[src/rtl/decy_pkg.sv]
// Shared constants and channel rotate helpers for the per-pixel stream decryptor.
package decy_pkg;

   localparam int PIX_W = 24;
   localparam int CH_W  = 8;
   localparam int ROT_W = 3;
   localparam int N_CH  = 3;

   localparam logic [PIX_W-1:0] SEED_DEFAULT = 24'hACE1B5;
   localparam logic [PIX_W-1:0] KEY_DEFAULT  = 24'h5A3C96;

   // Feedback taps of x^24+x^23+x^22+x^17+1 (bit indices into the LFSR state)
   localparam int TAP_A = 23;
   localparam int TAP_B = 22;
   localparam int TAP_C = 21;
   localparam int TAP_D = 16;

   function automatic logic [CH_W-1:0] rotr8(input logic [CH_W-1:0] v, input logic [ROT_W-1:0] r);
      logic [2*CH_W-1:0] w_dbl;
      w_dbl = {v, v} >> r;
      return w_dbl[CH_W-1:0];
   endfunction

   function automatic logic [CH_W-1:0] rotl8(input logic [CH_W-1:0] v, input logic [ROT_W-1:0] r);
      logic [2*CH_W-1:0] w_dbl;
      w_dbl = {v, v} << r;
      return w_dbl[2*CH_W-1:CH_W];
   endfunction

endpackage

[src/rtl/decy_keystream.sv]
// LFSR keystream generator with per-image restart; emits the XOR key and the
// three per-channel rotation amounts for the pixel being sampled this cycle.
module decy_keystream
   import decy_pkg::*;
#(
   parameter logic [PIX_W-1:0] SEED   = SEED_DEFAULT,
   parameter logic [PIX_W-1:0] KEY    = KEY_DEFAULT,
   parameter int unsigned      PIXELS = 1048576
) (
   input  logic             clk,
   input  logic             rst,
   output logic [PIX_W-1:0] o_k,
   output logic [ROT_W-1:0] o_rot_r,
   output logic [ROT_W-1:0] o_rot_g,
   output logic [ROT_W-1:0] o_rot_b
);

   localparam int CNT_W = (PIXELS > 1) ? $clog2(PIXELS) : 1;
   localparam logic [CNT_W-1:0] LAST_PIX = CNT_W'(PIXELS - 1);
   // An all-zero seed would lock the LFSR, so it is replaced by 1
   localparam logic [PIX_W-1:0] SEED_EFF = (SEED == 24'h000000) ? 24'h000001 : SEED;

   logic [PIX_W-1:0] r_lfsr;
   logic [CNT_W-1:0] r_pix_cnt;
   logic [PIX_W-1:0] w_lfsr_next;
   logic [CNT_W-1:0] w_cnt_next;
   logic             w_fb;

   assign w_fb = r_lfsr[TAP_A] ^ r_lfsr[TAP_B] ^ r_lfsr[TAP_C] ^ r_lfsr[TAP_D];

   // Next keystream state: shift, or reload SEED on the last pixel of an image
   always_comb begin
      w_lfsr_next = {r_lfsr[PIX_W-2:0], w_fb};
      w_cnt_next  = r_pix_cnt + {{(CNT_W-1){1'b0}}, 1'b1};
      if (r_pix_cnt == LAST_PIX) begin
         w_lfsr_next = SEED_EFF;
         w_cnt_next  = {CNT_W{1'b0}};
      end else begin
         w_lfsr_next = {r_lfsr[PIX_W-2:0], w_fb};
      end
   end

   // Keystream state registers
   always_ff @(posedge clk or negedge rst) begin
      if (!rst) begin
         r_lfsr    <= SEED_EFF;
         r_pix_cnt <= {CNT_W{1'b0}};
      end else begin
         r_lfsr    <= w_lfsr_next;
         r_pix_cnt <= w_cnt_next;
      end
   end

   assign o_k     = r_lfsr ^ KEY;
   assign o_rot_r = r_lfsr[2:0];
   assign o_rot_g = r_lfsr[5:3];
   assign o_rot_b = r_lfsr[8:6];

endmodule

[src/rtl/decrypt_master.sv]
// Per-pixel RGB stream decryptor: one ciphertext pixel in per clock,
// plaintext pixel out one clock later.
module decrypt_master
   import decy_pkg::*;
#(
   parameter logic [PIX_W-1:0] SEED   = SEED_DEFAULT,
   parameter logic [PIX_W-1:0] KEY    = KEY_DEFAULT,
   parameter int unsigned      PIXELS = 1048576
) (
   input  logic             clk,
   input  logic             rst,
   input  logic [PIX_W-1:0] i,
   output logic [PIX_W-1:0] o
);

   logic [PIX_W-1:0] w_k;
   logic [ROT_W-1:0] w_rot [N_CH];
   logic [PIX_W-1:0] w_plain;
   logic [PIX_W-1:0] r_o;

   decy_keystream #(
      .SEED   (SEED),
      .KEY    (KEY),
      .PIXELS (PIXELS)
   ) u_keystream (
      .clk     (clk),
      .rst     (rst),
      .o_k     (w_k),
      .o_rot_r (w_rot[2]),
      .o_rot_g (w_rot[1]),
      .o_rot_b (w_rot[0])
   );

   // Channel slices: index 0 is B (bits 7:0), 1 is G, 2 is R
   for (genvar ch = 0; ch < N_CH; ch++) begin : g_ch
      assign w_plain[ch*CH_W +: CH_W] = rotr8(i[ch*CH_W +: CH_W], w_rot[ch]) ^ w_k[ch*CH_W +: CH_W];
   end

   // Plaintext output register
   always_ff @(posedge clk or negedge rst) begin
      if (!rst) begin
         r_o <= 24'h000000;
      end else begin
         r_o <= w_plain;
      end
   end

   assign o = r_o;

endmodule

[config.mk]
export PLATFORM = sky130hd
export DESIGN_NAME = decrypt_master
export DESIGN_NICKNAME = d
export VERILOG_FILES = /design/src/rtl/decy_pkg.sv /design/src/rtl/decy_keystream.sv /design/src/rtl/decrypt_master.sv
export SDC_FILE = /design/constraint.sdc
export NUM_CORES = 1
export LEC_CHECK = 0
export BUFFER_PORTS_ARGS = -buffer_cell sky130_fd_sc_hd__buf_2
export CAP_MARGIN = 15
export CORE_MARGIN = 1
export CORE_UTILIZATION = 45
export CTS_CLUSTER_SIZE = 24
export DETAILED_ROUTE_END_ITERATION = 8
export GPL_TIMING_DRIVEN = 0
export PLACE_DENSITY = 0.73
export SLEW_MARGIN = 25
export SYNTH_ARGS = -nofsm -noshare
export SYNTH_HDL_FRONTEND = slang
export SYNTH_SLANG_ARGS = --single-unit
[constraint.sdc]
create_clock -name clk -period 1.7 [get_ports clk]
set_input_delay 0.17 -clock clk [delete_from_list [all_inputs] [get_ports clk]]
set_output_delay 0.17 -clock clk [all_outputs]
set_load 0.01 [all_outputs]
Word level (Yosys, flattened, before mapping). Index checks and enable logic that the tools add are counted.

$add $sub $neg: 1. Equal/unequal tests: 1. Shift-type cells: 3. Muxes and demuxes: 2. Bitwise operators: 7.

Operators with widths (count): 16-bit by 3-bit >> shifter with 8-bit output (3); 24-bit two-way mux (1); 8-bit bitwise XOR (3); 20-bit by 1-bit adder with 20-bit output (second input constant) (1); 20-bit equality test (second input constant) (1); 20-bit two-way mux (1); 12-bit inverter (1); 1-bit bitwise XOR (3).

Register bits: 68. Bits of input ports: 26. Output and inout bits: 24. Word-level logic and storage cells: 17.

Logic depth before layout (Yosys ltp).
Depth in word-level cells: 4. Gate-level depth with buffers: 6. Depth with buffers taken out: 5.

By module. From an unflattened synthesis, not the netlist that was laid out.

Cells, all modules: 279. Area total of the unflattened synthesis: 3617.2 µm².

Modules (own cells, without submodules): decy_keystream (instances 1, cells an instance 174, area an instance 1961.9 µm², seq. area each 1117.3 µm²); decrypt_master (instances 1, cells an instance 105, area an instance 1655.3 µm², seq. area each 600.6 µm²).

Worst setup path before layout. Ideal clock, no wire load.

Path type: reg2reg. From: register u_keystream.r_lfsr[0]. To: register r_o[22] (netlist: o[22]). Setup time: 0.079 ns. Arrival: 1.441 ns. Required time: 1.621 ns. Slack: 0.180 ns. Stages on the path, launching flop included: 5. Buffers on the path: 1. Clock period less this slack: 1.520 ns. Path through: dfstp_2 -> buf_2 -> mux2_2 -> o221ai_1 -> xor2_1.

Longest elaborated chain between the ends: 2.

Ends and longest elaborated chain: start: declaration (RTL line decy_keystream.sv:23) `logic [PIX_W-1:0] r_lfsr;`; start signal: assignment (RTL line decy_keystream.sv:49) `r_lfsr <= w_lfsr_next;`; 16-bit by 3-bit >> shifter with 8-bit output (RTL line decy_pkg.sv:20) `w_dbl = {v, v} >> r;`; 8-bit bitwise XOR (RTL line decrypt_master.sv:36) `assign w_plain[ch*CH_W +: CH_W] = rotr8(i[ch*CH_W +: CH_W], w_rot[ch]) ^ w_k[ch*CH_W +: CH_W];`; named net w_plain[22] (RTL line decrypt_master.sv:18) `logic [PIX_W-1:0] w_plain;`; end signal: assignment (RTL line decrypt_master.sv:44) `r_o <= w_plain;`; end: declaration (RTL line decrypt_master.sv:19) `logic [PIX_W-1:0] r_o;`.

The timed path passes the listed nets, and every way through them passes these cells.

Worst setup path in the final report.
From: register u_keystream.r_lfsr[0]. To: register r_o[17] (netlist: o[17]).

The elaborated chain is that of the path after synthesis.

==> impl_metrics.tcl <==
set metrics [dict create \
    viasPerCell 5.41 \
    finish.instance_area_sq_mm 0.00408 \
    top_level_ports 50 \
    critPathArrivalTime_ns 1.87 \
    yosysWarnings 0 \
    max_slew_margin 0.735 \
    wl_per_cell_microns 14.6 \
    r2r_end "o[17]" \
    pwr-share-seq 0.500 \
    reg2regPathDepth 3 \
    worstSkewPairLatency_ns 0.34 \
    dr.pass1.iters 4 \
    multi_input_area_sq_mm 0.00165 \
    fp.dieW_microns 89.4 \
    place_hpwl_microns 4850 \
    cts_buffers 9 \
    diodes 0 \
    root_buffer "clkbuf_8" \
    start_util 0.469 \
    yosysTopAreaCellShare 0.400 \
    switching_power_w 0.000739 \
    min_period_ns 1.62 \
    cp_slowest_cell "dfstp_4" \
    core.rowCount 31 \
    ir_worst_vdd_uv 408 \
    clkPwrFrac 0.429 \
    finalHoldViolCount 0 \
    skew_ns 0.00857 \
    nFillCells 635 \
    place_area_sq_mm 0.00383 \
    r2r_start "u_keystream.r_lfsr[0]" \
    p_total_w 0.00331 \
    powerDensity_mw_per_mm2 810 \
    path_class "flop to flop" \
    start_kind "flop" \
    routed_wl_microns 6850 \
    synth_top_cell_by_area "dfrtp_1" \
    syn_area_sq_mm 0.00344 \
    max_freq_mhz 617 \
    cp.required_ns 1.95 \
    synthDistinctLibCells 40 \
    critical_path.cell_chain "mux2_2, o221ai_1, xor2_1" \
    drv_cap 0 \
    outcome "completed" \
    antenna_found_initial 0 \
    synth.yosys.seq_area_share 0.499 \
    final_layout_size_suffix_gt1_frac 0.336 \
    fp.dieH_microns 89.4 \
    drc_errors 0 \
    drv_slew 0 \
    cts_max_level 3 \
    critPathTopFamily "flip-flops" \
    syn_inst 303 \
    grt_max_degree 40 \
    power_frac_comb 0.071 \
    synth_enable_flop_cells 0 \
    place.gp.congestion 0.838 \
    hold_class "input port to async pin" \
    cts_sinks 68 \
    synth_nets 330 \
    worstPathMaxFanout 10 \
    synthTopCellsByArea "dfrtp_1, dfstp_2, xnor2_1" \
    layout-area-overhead-vs-synth_pct 18.7 \
    cp_slowest_stage_delay_ns 0.72 \
    cts_tree "built" \
    fin_util 0.557 \
    initialDrtViolationCount 163 \
    power.internal_w 0.00257 \
    worst_slew_pin_slew_ns 0.398 \
    first_global_vias 2443 \
    avgSynthCellArea_sq_um 11.4 \
    seq_area_sq_mm 0.00172 \
    endpoint_kind "flop" \
    tns_ns 0 \
    leakagePower_nw 1.85 \
    setup_viol 0 \
    ys_seq_elements 68 \
    vias 2534 \
    crit_buf_inv 0 \
    portBuffers 49 \
    die_area_sq_mm 0.00800 \
    async_reset_ff_frac 1.00 \
    fin_nets 391 \
    grt_first_pass_wirelength_microns 11300 \
    post-route-period-util 0.954 \
    clk_pin_slew_ns 0.07 \
    core_sq_mm 0.00733 \
    cts.path.max_buffers 2 \
    drtAntennaViolNets 0 \
    grt_use_total 0.189 \
    ys_dominant_reg_cell "dfrtp_1" \
    sw_frac_of_total 0.223 \
    grt_overflow 0 \
    rrSetupSlack_ns 0.08 \
]
==> power groups by stage <==
stage / registers, W / clock network, W / logic, W
CTS: 0.00165 / 0.00146 / 0.000235
finish: 0.00165 / 0.00142 / 0.000235
global route: 0.00166 / 0.00153 / 0.000261
floorplan: 0.00170 / 0 / 0.0000930
detailed placement: 0.00168 / 0 / 0.000231
global placement: 0.00168 / 0 / 0.000218
==> cell usage in the layout (no fill, tap or decap), types with 5 or more instances in the layout <==
master	netlist	final
dfrtp_1	55	55
buf_2	5	52
xnor2_1	21	21
xor2_1	20	20
nor2_1	19	19
nor2b_1	17	17
a22oi_1	17	17
o221ai_1	17	17
mux2_2	16	16
dfstp_2	13	12
or2_2	9	9
nor3_1	9	9
mux2i_1	12	9
clkbuf_8	0	9
nand2_1	8	8
nand4_1	7	7
nand2b_1	6	6
and3_1	5	5
or2_1	5	5
o22ai_1	5	5
==> worst max path at each step <==
stage | from | endpoint | slack (ns) | cells after the start
finish | u_keystream.r_lfsr[0] | o[17] | 0.08 | 3
global route | u_keystream.r_pix_cnt[1] | u_keystream.r_lfsr[11] | -0.01 | 6
CTS | u_keystream.r_lfsr[0] | o[22] | 0.0005 | 5
detailed placement | u_keystream.r_lfsr[0] | o[17] | -0.005 | 5
global placement | u_keystream.r_lfsr[0] | o[22] | 0.04 | 4
floorplan | u_keystream.r_lfsr[0] | o[22] | 0.18 | 4
==> cells by family after synthesis <==
logic type | synth area share
compound gates | 0.107
fa+ha+maj | 0.00364
mux | 0.0873
buf+inv | 0.0269
xor+xnor | 0.104
flops | 0.499
simple gates | 0.172
==> sequential cells by signal, summed over array words and instances (netlist names) <==
register               count
o                         24
u_keystream.r_lfsr        24
u_keystream.r_pix_cnt     20
==> Yosys cell counts, drive strengths merged (2+ instances only) <==
master and n:
clkbuf 4, nor3 10, nor2 20, mux2i 12, buf 9, inv 2, nand4 7, xor2 20
a21oi 4, dfstp 13, and4 3, o221ai 17, or2 14, nand2 9, mux2 16, nand3 3
xnor2 21, nand2b 6, and2 4, nor2b 17, a22oi 17, dfrtp 55, and3 5, o22ai 5
==> per-layer routing <==
metal  track usage  part of all wire  up-vias
met3        0.0323             0.032        7
li1              -                 -     1217
met5             0                 0        -
met1         0.242              0.47     1246
met2         0.310              0.48       64
met4        0.0952             0.011        0
==> per-stage QoR <==
stage          cells  setup slack, ns  hold slack (ns)
2_1_floorplan    303            0.180           -0.126
3_3_place_gp     451           0.0395            0.453
3_5_place_dp     452         -0.00473            0.132
4_1_cts          469         0.000539            0.298
5_1_grt          468          -0.0114            0.316
6_report         468           0.0787            0.299
==> cell type report <==
class / count / area share
Multi-Input combinational cell: 220 / 0.405
Tap cell: 99 / 0.0303
Buffer: 9 / 0.0169
Clock inverter: 5 / 0.0190
Clock buffer: 11 / 0.0322
Timing Repair Buffer: 54 / 0.0735
Sequential cell: 68 / 0.422
Inverter: 2 / 0.00184
==> worst register-to-register path: stages, from the launching register on <==
cell      delay (ns)
dfstp_4         0.72
mux2_2          0.40
o221ai_1        0.23
xor2_1          0.19
==> repair_timing <==
action / 4_1_cts / 5_1_grt
setup buffers: 0 / 3
hold endpoints to repair: 26 / 0
pin swaps: 0 / 1
endpoints found under the setup margin: 1 / 47
hold buffers: 1 / 0
gates resized for setup: 1 / 5
(Power assumes the default switching activity.)
